**config.mk**
```make
export PLATFORM = sky130hd
export DESIGN_NAME = tid_inorder_mc
export DESIGN_NICKNAME = d
export VERILOG_FILES = /design/src/rtl/tid_inorder_mc_pkg.sv /design/src/rtl/rr_arb.sv /design/src/rtl/simple_dual_port_ram.sv /design/src/rtl/tid_inorder_mc.sv
export SDC_FILE = /design/constraint.sdc
export NUM_CORES = 2
export LEC_CHECK = 0
export CELL_PAD_IN_SITES_DETAIL_PLACEMENT = 2
export CELL_PAD_IN_SITES_GLOBAL_PLACEMENT = 2
export CORE_MARGIN = 1.5
export CORE_UTILIZATION = 46
export CTS_BUF_LIST = sky130_fd_sc_hd__clkbuf_8 sky130_fd_sc_hd__clkbuf_16
export CTS_CLUSTER_DIAMETER = 200
export DETAILED_ROUTE_END_ITERATION = 10
export PLACE_DENSITY = 0.85
export SETUP_SLACK_MARGIN = 0.15
export SLEW_MARGIN = 10
export SYNTH_ARGS = -nofsm -noshare
export SYNTH_HDL_FRONTEND = slang
export SYNTH_SLANG_ARGS = --single-unit
export TNS_END_PERCENT = 10
```
**constraint.sdc**
```tcl
create_clock -name clk -period 5.97 [get_ports clk]
set_input_delay 1.194 -clock clk [delete_from_list [all_inputs] [get_ports clk]]
set_output_delay 1.194 -clock clk [all_outputs]
set_load 0.02 [all_outputs]
```
**src/rtl/tid_inorder_mc_pkg.sv**
```systemverilog
// Shared helpers for the in-order release buffer and its arbiter.
package tid_inorder_pkg;

    localparam int FIFO_DEPTH = 2;

    // Index width that stays legal (>= 1 bit) for single-entry sets.
    function automatic int clog2_min1(input int n);
        return (n > 1) ? $clog2(n) : 1;
    endfunction

endpackage

```
**src/rtl/rr_arb.sv**
```systemverilog
// Round-robin arbiter: searches from the rotating pointer, which moves past the winner when adv is set.
module rr_arb
    import tid_inorder_pkg::*;
#(
    parameter int N   = 4,
    parameter int N_L = clog2_min1(N)
) (
    input  logic           clk,
    input  logic           rst_n,
    input  logic [N-1:0]   req,
    input  logic           adv,
    output logic [N-1:0]   gnt,
    output logic [N_L-1:0] gnt_idx,
    output logic           gnt_v
);

    logic [N_L-1:0] ptr;

    always_comb begin
        int j;
        j       = 0;
        gnt     = '0;
        gnt_idx = '0;
        gnt_v   = 1'b0;
        for (int i = 0; i < N; i++) begin
            j = int'(ptr) + i;
            if (j >= N) j = j - N;
            if (!gnt_v && req[j]) begin
                gnt_v   = 1'b1;
                gnt[j]  = 1'b1;
                gnt_idx = N_L'(j);
            end
        end
    end

    always_ff @(posedge clk or negedge rst_n) begin
        if (!rst_n) begin
            ptr <= '0;
        end else if (adv && gnt_v) begin
            ptr <= (gnt_idx == N_L'(N - 1)) ? '0 : gnt_idx + N_L'(1);
        end
    end

endmodule

```
**src/rtl/simple_dual_port_ram.sv**
```systemverilog
// One write port, one registered read port; read_first returns the pre-write word on a same-address collision.
module simple_dual_port_ram #(
    parameter int    DW    = 32,
    parameter int    DEPTH = 64,
    parameter int    AW    = $clog2(DEPTH),
    parameter string MODE  = "read_first"
) (
    input  logic          clk,
    input  logic          we,
    input  logic [AW-1:0] wa,
    input  logic [DW-1:0] wd,
    input  logic          re,
    input  logic [AW-1:0] ra,
    output logic [DW-1:0] rd
);

    logic [DW-1:0] mem [DEPTH];

    always_ff @(posedge clk) begin
        if (we) mem[wa] <= wd;
    end

    generate
        if (MODE == "write_first") begin : g_wf
            always_ff @(posedge clk) begin
                if (re) rd <= (we && (wa == ra)) ? wd : mem[ra];
            end
        end else begin : g_rf
            always_ff @(posedge clk) begin
                if (re) rd <= mem[ra];
            end
        end
    endgenerate

endmodule

```
**src/rtl/tid_inorder_mc.sv**
```systemverilog
// Multi-channel in-order release buffer: per-channel slot valid/lap tracking, shared RAM,
// round-robin head issue into a 2-entry output FIFO.
module tid_inorder_mc
    import tid_inorder_pkg::*;
#(
    parameter int W   = 32,
    parameter int D   = 16,
    parameter int C   = 4,
    parameter int D_L = $clog2(D),
    parameter int C_L = clog2_min1(C)
) (
    input  logic                  clk,
    input  logic                  rst_n,
    input  logic                  i_v,
    input  logic [C_L-1:0]        i_ch,
    input  logic [D_L:0]          i_a,
    input  logic [W-1:0]          i_d,
    output logic [C-1:0]          i_f,
    output logic [C*(D_L+1)-1:0]  i_c,
    input  logic                  o_r,
    output logic                  o_v,
    output logic [C_L-1:0]        o_ch,
    output logic [W-1:0]          o_d,
    output logic                  o_err
);

    localparam int AW = C_L + D_L;

    typedef struct packed {
        logic [C_L-1:0] ch;
        logic [W-1:0]   data;
    } ent_t;

    logic [C-1:0][D_L-1:0] head;
    logic [C-1:0]          rdy, gnt, err_hit;
    logic [C_L-1:0]        gnt_idx;
    logic                  gnt_v;

    logic [D_L-1:0]        wr_slot;
    logic                  wr_lap;
    logic                  issue_ok, issue;
    logic                  rd_vld;
    logic [C_L-1:0]        rd_ch;
    logic [W-1:0]          rd_data;

    ent_t                  fifo [FIFO_DEPTH];
    logic                  wp, rp;
    logic [1:0]            fcnt, occ;
    logic                  push, pop;

    assign wr_slot = i_a[D_L-1:0];
    assign wr_lap  = i_a[D_L];

    assign pop  = o_v & o_r;
    assign push = rd_vld;

    // A beat leaving this cycle frees a FIFO entry in time for the read issued now,
    // which is what keeps o_v continuous under o_r=1.
    assign occ      = fcnt + 2'(rd_vld);
    assign issue_ok = (occ < 2'd2) || ((occ == 2'd2) && pop);
    assign issue    = issue_ok & gnt_v;

    generate
        for (genvar c = 0; c < C; c++) begin : g_ch
            logic [D-1:0]   vld_c, lap_c;
            logic [D_L-1:0] head_c;
            logic           exp_lap_c;
            logic [D_L:0]   cnt_c;
            logic           wr_hit, take, dec;

            assign wr_hit = i_v && (i_ch == C_L'(c));
            assign take   = gnt[c] & issue_ok;
            assign dec    = pop && (o_ch == C_L'(c));

            assign rdy[c]     = vld_c[head_c] && (lap_c[head_c] == exp_lap_c);
            assign head[c]    = head_c;
            assign err_hit[c] = wr_hit && vld_c[wr_slot];

            always_ff @(posedge clk or negedge rst_n) begin
                if (!rst_n) begin
                    vld_c     <= '0;
                    lap_c     <= '0;
                    head_c    <= '0;
                    exp_lap_c <= 1'b0;
                end else begin
                    // A write to the slot being popped keeps it valid: the new entry survives.
                    for (int s = 0; s < D; s++) begin
                        if (wr_hit && (wr_slot == D_L'(s))) begin
                            vld_c[s] <= 1'b1;
                            lap_c[s] <= wr_lap;
                        end else if (take && (head_c == D_L'(s))) begin
                            vld_c[s] <= 1'b0;
                        end
                    end
                    if (take) begin
                        head_c <= head_c + D_L'(1);
                        if (head_c == D_L'(D - 1)) exp_lap_c <= ~exp_lap_c;
                    end
                end
            end

            always_ff @(posedge clk or negedge rst_n) begin
                if (!rst_n) begin
                    cnt_c <= '0;
                end else if (wr_hit && !dec) begin
                    if (cnt_c != (D_L+1)'(D)) cnt_c <= cnt_c + (D_L+1)'(1);
                end else if (dec && !wr_hit) begin
                    if (cnt_c != '0) cnt_c <= cnt_c - (D_L+1)'(1);
                end
            end

            assign i_f[c]                   = (cnt_c >= (D_L+1)'(D - 1));
            assign i_c[c*(D_L+1) +: (D_L+1)] = cnt_c;
        end
    endgenerate

    rr_arb #(.N(C), .N_L(C_L)) u_arb (
        .clk     (clk),
        .rst_n   (rst_n),
        .req     (rdy),
        .adv     (issue_ok),
        .gnt     (gnt),
        .gnt_idx (gnt_idx),
        .gnt_v   (gnt_v)
    );

    simple_dual_port_ram #(
        .DW    (W),
        .DEPTH (C * D),
        .AW    (AW),
        .MODE  ("read_first")
    ) u_ram (
        .clk (clk),
        .we  (i_v),
        .wa  ({i_ch, wr_slot}),
        .wd  (i_d),
        .re  (issue),
        .ra  ({gnt_idx, head[gnt_idx]}),
        .rd  (rd_data)
    );

    always_ff @(posedge clk or negedge rst_n) begin
        if (!rst_n) begin
            rd_vld <= 1'b0;
            rd_ch  <= '0;
            o_err  <= 1'b0;
        end else begin
            rd_vld <= issue;
            if (issue) rd_ch <= gnt_idx;
            o_err  <= |err_hit;
        end
    end

    always_ff @(posedge clk or negedge rst_n) begin
        if (!rst_n) begin
            wp   <= 1'b0;
            rp   <= 1'b0;
            fcnt <= '0;
        end else begin
            if (push) wp <= ~wp;
            if (pop)  rp <= ~rp;
            fcnt <= fcnt + 2'(push) - 2'(pop);
        end
    end

    always_ff @(posedge clk) begin
        if (push) fifo[wp] <= '{ch: rd_ch, data: rd_data};
    end

    assign o_v  = (fcnt != 2'd0);
    assign o_ch = fifo[rp].ch;
    assign o_d  = fifo[rp].data;

endmodule

```
==> results.md, run 1 <==
* Status: stopped before the end
* Failed at: global routing
* First Err: [ERROR DPL-0033] detailed placement checks failed during check placement.
* # H-tree levels at 4
* CTS Root Cell: clkbuf_16
* # rows at 165
* Placer congestion estimate at 0.8986
* Largest family of logic cells by synthesized area: simple AND/OR/NAND/NOR gates
* XOR/XNOR Fraction of Synth Area at 0.004113
* # placed instances at 9169
* Worst_ep grt: u_ram.rd[8]$_DFFE_PP_/D
* Vert. Die Dim at 454.3 um
* Yosys warnings at 0
* Clock sink count at 2326
* Ys flop type: edfxtp_1
* Largest net degree at the start of global routing at 101
* Largest cells by area after synthesis: edfxtp_1 (69%), nand2_1 (4.9%), dfrtp_1 (4.8%)
* Cell accounting for the most synthesized area: edfxtp_1
* Synth top area share at 0.6884
* Synth Area in Compound Gates at 0.07552
* Mapped cell area at 93690 um2
* Simple-gate share of the synthesized area at 0.09950
* Initial antenna violation count at 123
* Synth async-reset ratio at 0.07653
* CTS max path bufs at 3
* Post-DP HPWL at 255300 um
* FF+latch count, synth at 2326
* Sequential area share after synthesis at 0.7360
* Syn Area/Cell at 14.57 um2
* Worst End Pin Type: register input
* Adder-cell share of the synthesized area at 0.006463
* Syn Inst Count at 6431
* Port bufs at 102
* Die W at 454.3 um
* Post-synth EDFFs at 2148
* Initial Util at 0.4631
* CTS buffer count at 235
* Post-Syn Nets at 6520
* Synth cell types at 81
* Mux cell area share after synthesis at 0.05805
* Num ports at 103
cells in the mapped netlist (36+ instances only):
cell type	count
ha_1	42
a32oi_1	53
a221oi_1	36
a31oi_1	187
nand3_1	272
a21oi_1	108
o21ai_0	195
and3_1	218
mux2i_1	324
dfrtp_1	178
a211o_1	40
clkbuf_1	182
edfxtp_1	2148
nand4_1	62
a211oi_1	110
a31o_2	38
nor2_1	201
nand2_1	1218
mux2_2	105
buf_2	177
o22ai_1	43
mux4_2	45
metrics by stage:
step / cell area [um2] / hold WS [ns] / util / worst slack (ns) / TNS (ns)
4_1_cts: 110200 / 0.4568 / 0.5446 / 0.09634 / 0
3_5_place_dp: 100500 / 0.4614 / 0.4969 / -0.9052 / -23.07
3_3_place_gp: 100500 / 0.4827 / 0.4969 / 0.008185 / 0
2_1_floorplan: 93710 / 0.4215 / - / -0.07111 / -0.07111
logic make-up after synthesis:
logic type,after synthesis
compound gates,1007
xor+xnor,44
fa+ha+maj,46
buf+inv,431
flops,2326
mux,474
simple gates,2103
what timing repair did:
item                                   4_1_cts
setup endpoints to repair                   33
pin swaps                                   26
hold buffers                                 0
cloned                                      18
endpoints found under the hold margin        0
setup buffers                               44
gates resized for setup                    150
==> run 2: changes to the inputs <==
==> config.mk (replaced) <==
export PLATFORM = sky130hd
export DESIGN_NAME = tid_inorder_mc
export DESIGN_NICKNAME = d
export VERILOG_FILES = /design/src/rtl/tid_inorder_mc_pkg.sv /design/src/rtl/rr_arb.sv /design/src/rtl/simple_dual_port_ram.sv /design/src/rtl/tid_inorder_mc.sv
export SDC_FILE = /design/constraint.sdc
export NUM_CORES = 2
export LEC_CHECK = 0
export CORE_MARGIN = 1.5
export CORE_UTILIZATION = 40
export DETAILED_ROUTE_END_ITERATION = 10
export PLACE_DENSITY_LB_ADDON = 0.15
export SLEW_MARGIN = 10
export SYNTH_ARGS = -nofsm -noshare
export SYNTH_HDL_FRONTEND = slang
export SYNTH_SLANG_ARGS = --single-unit
export TNS_END_PERCENT = 10
==> run 2 against run 1 <==
Effect of this change: the run now ends clean; synthesized cell count unchanged; synthesized area unchanged.
==> results.md, run 2 <==
* Post-DP HPWL at 172400 um
* 1st-iter DRT viols at 6699
* Rel. slew slack at 0.1419
* Final Max Slew Viols at 0
* Max incr delay on CP at 0.53 ns
* Initial antenna violation count at 22
* Routed wire length at 292600 um
* Sequential area share after synthesis at 0.7360
* Layout Nets at 6880
* WP buf/inv at 5
* Most common cell after layout, fill and taps aside: edfxtp_1
* Synth-to-Final Area Change at 16.88%
* Worst setup SP type: flop
* All-Layer GR Usage at 0.2441
* CORE AREA at 232800 um2
* # setup viols final at 0
* Port bufs at 102
* Syn Area/Cell at 14.57 um2
* Register-to-Register Path Depth at 19
* Fin Clk Skew at 0.06493 ns
* FF+latch count, synth at 2326
* Hold Vio Cnt, Final at 0
* Global-route wire length before repair at 416500 um
* R2R Setup Slk at 0.18 ns
* # rows at 177
* GR peak layer: met2
* # placed instances at 9682
* Critical path endpoint category: flop
* Cell accounting for the most synthesized area: edfxtp_1
* Post-Syn Nets at 6520
* Post-DR wirelength/cell at 28.85 um
* Setup tns final at 0 ns
* Mapped cell area at 93690 um2
* Fin util at 0.4705
* Slew @ Worst Pin at 1.287 ns
* FMAX at 172.6 MHz
* Place WS at -0.3286 ns
* DR vias at 58.21k
* Num ports at 103
* Clk slew on worst S/H paths at 0.06 ns
* Reg-to-reg endpoint: u_ram.rd[21]
* CP Data Arrival Time at 6.43 ns
* Clk Latency, worst-skew pair at 0.90 ns
* GR Layer Usage met2 at 0.3842
* Largest net degree at the start of global routing at 99
* Cts hold-fix bufs at 0
* Die W at 487.0 um
* Finished Layout Cells at 10.14k
* Synth cell types at 81
* Top reg by flops: u_ram.mem
* Commonest cells after routing, fill and taps aside: edfxtp_1 (2148), nand2_1 (1218), buf_4 (325)
* Syn Inst Count at 6431
* Vert. Die Dim at 487.0 um
* GR met3 Demand/Resource at 0.03205
* Max Fanout on Critical Path at 29
* # H-tree levels at 4
* Worst EP required at 6.61 ns
* M1 GR Usage at 0.3542
* Most numerous cell on the critical path: buf_4
* Synth top cells by count: edfxtp_1 (2148), nand2_1 (1218), mux2i_1 (324)
* Vias in the first global route at 56.08k
* Synth async-reset ratio at 0.07653
* Most numerous cell in the Yosys netlist: edfxtp_1
* Via density at 5.739
* Final Critical Period at 5.792 ns
* Top delay family on crit path: multiplexers
* Synth top area share at 0.6884
* Drc violations at 0
* Status: complete, no violations
* Max cap viols at 0
* CTS Root Cell: clkbuf_16
* Setup WS post-layout at 0.1776 ns
* Placer congestion estimate at 0.8673
* Total die area at 237200 um2
* Post-synth EDFFs at 2148
* Crit share post-route at 0.9702
* Top flop regs: u_ram.mem x2048, fifo x68
* RSZ-0062 raised after global routing: false
* Layout cells sized above 1 at 0.1594
* Final ANT Viol Nets at 0
* Setup CP Type: flop to flop
* Largest register FFs at 2048
* CTS max path bufs at 3
* Clock sink count at 2326
* Postcts setup bufs at 0
* Ys flop type: edfxtp_1
* Yosys warnings at 0
* Initial Util at 0.4025
* Critical Path, Cell by Cell: buf_4 > mux4_2 > mux2i_2 > o221a_2 > nor2_2 > mux4_2 > buf_4 > o221ai_1 > mux2i_1 > nand3_4 > nand2_8 > buf_12 > buf_4 > mux2i_1 > a211o_1 > o22ai_1 > nor4_4 > buf_4 > nand4_1
* Slowest stage cell, crit path: mux4_2
* R2r startpoint: g_ch[0].head_c[0]
* Filler cells at 20.25k
* DR pass1 iterations at 6
* CTS buffer count at 239
* Hold crit path type: input port to asynchronous set/reset pin
* Largest cells by area after synthesis: edfxtp_1 (69%), nand2_1 (4.9%), dfrtp_1 (4.8%)
* CTS tree: built
* Overflow after GRT at 0
[run 2: cell counts after synthesis]
Identical to the previous run, type by type.
[run 2: cell families (layout without fill, tap and decap cells)]
kind of cell / after synthesis / after routing / synth area share
xor gates and xnor gates: 44 / 44 / 0.004113
buffers and inverters: 431 / 1001 / 0.02039
and+or+nand+nor: 2103 / 2103 / 0.09950
DFF: 2326 / 2326 / 0.7360
AOI/OAI and AO/OA: 1007 / 1007 / 0.07552
muxes: 474 / 474 / 0.05805
other: 0 / 9 / 0
adders and majority gates: 46 / 46 / 0.006463
[run 2: per-stage QoR]
step,hold slack (ns),cell area (um2)
3_3_place_gp,0.4349,101600
3_5_place_dp,0.4439,101600
2_1_floorplan,0.4215,93710
5_1_grt,0.4406,109500
6_report,0.3933,109500
4_1_cts,0.3881,109400
[run 2: how the worst max path moves through the flow]
stage                 startpoint                to  slack, ns  cells past startpoint
3_5_place_dp   g_ch[0].head_c[0]      u_ram.rd[29]      -0.33                     19
6_report       g_ch[0].head_c[0]      u_ram.rd[21]       0.18                     19
3_3_place_gp   g_ch[0].head_c[0]      u_ram.rd[21]      -0.60                     19
2_1_floorplan             i_a[0]  g_ch[3].lap_c[4]      -0.07                      5
5_1_grt        g_ch[3].head_c[0]      u_ram.rd[21]       0.01                     20
4_1_cts        g_ch[2].head_c[0]      u_ram.rd[19]       0.03                     19
[run 2: timing repair]
item | CTS | global route
cloned | 0 | 0
gates resized for setup | 6 | 10
endpoints found under the setup margin | 5 | 20
[run 2: per-layer routing]
metal  routed length (um)  share of wire
met1               128400           0.44
met2               135500           0.46
met3                20540          0.070
met4                 8183          0.028
met5                   56        0.00019
[run 2: area by class of cell]
| type | count | area [um2] | share of cell area |
|---|---|---|---|
| multi-input cells | 3674 | 23510 | 0.2147 |
| diodes | 9 | 22.52 | 0.0002057 |
| clock buffers | 302 | 6290 | 0.05743 |
| clock inverters | 149 | 1486 | 0.01357 |
| inverters | 28 | 106.4 | 0.0009711 |
| repair buffers | 522 | 5219 | 0.04765 |
| flip-flops and latches | 2326 | 68960 | 0.6297 |
| well taps | 3132 | 3919 | 0.03578 |
Power of run 2 is not shown: default switching activity piles up to over one toggle a cycle in this logic, so the estimate is an artifact.
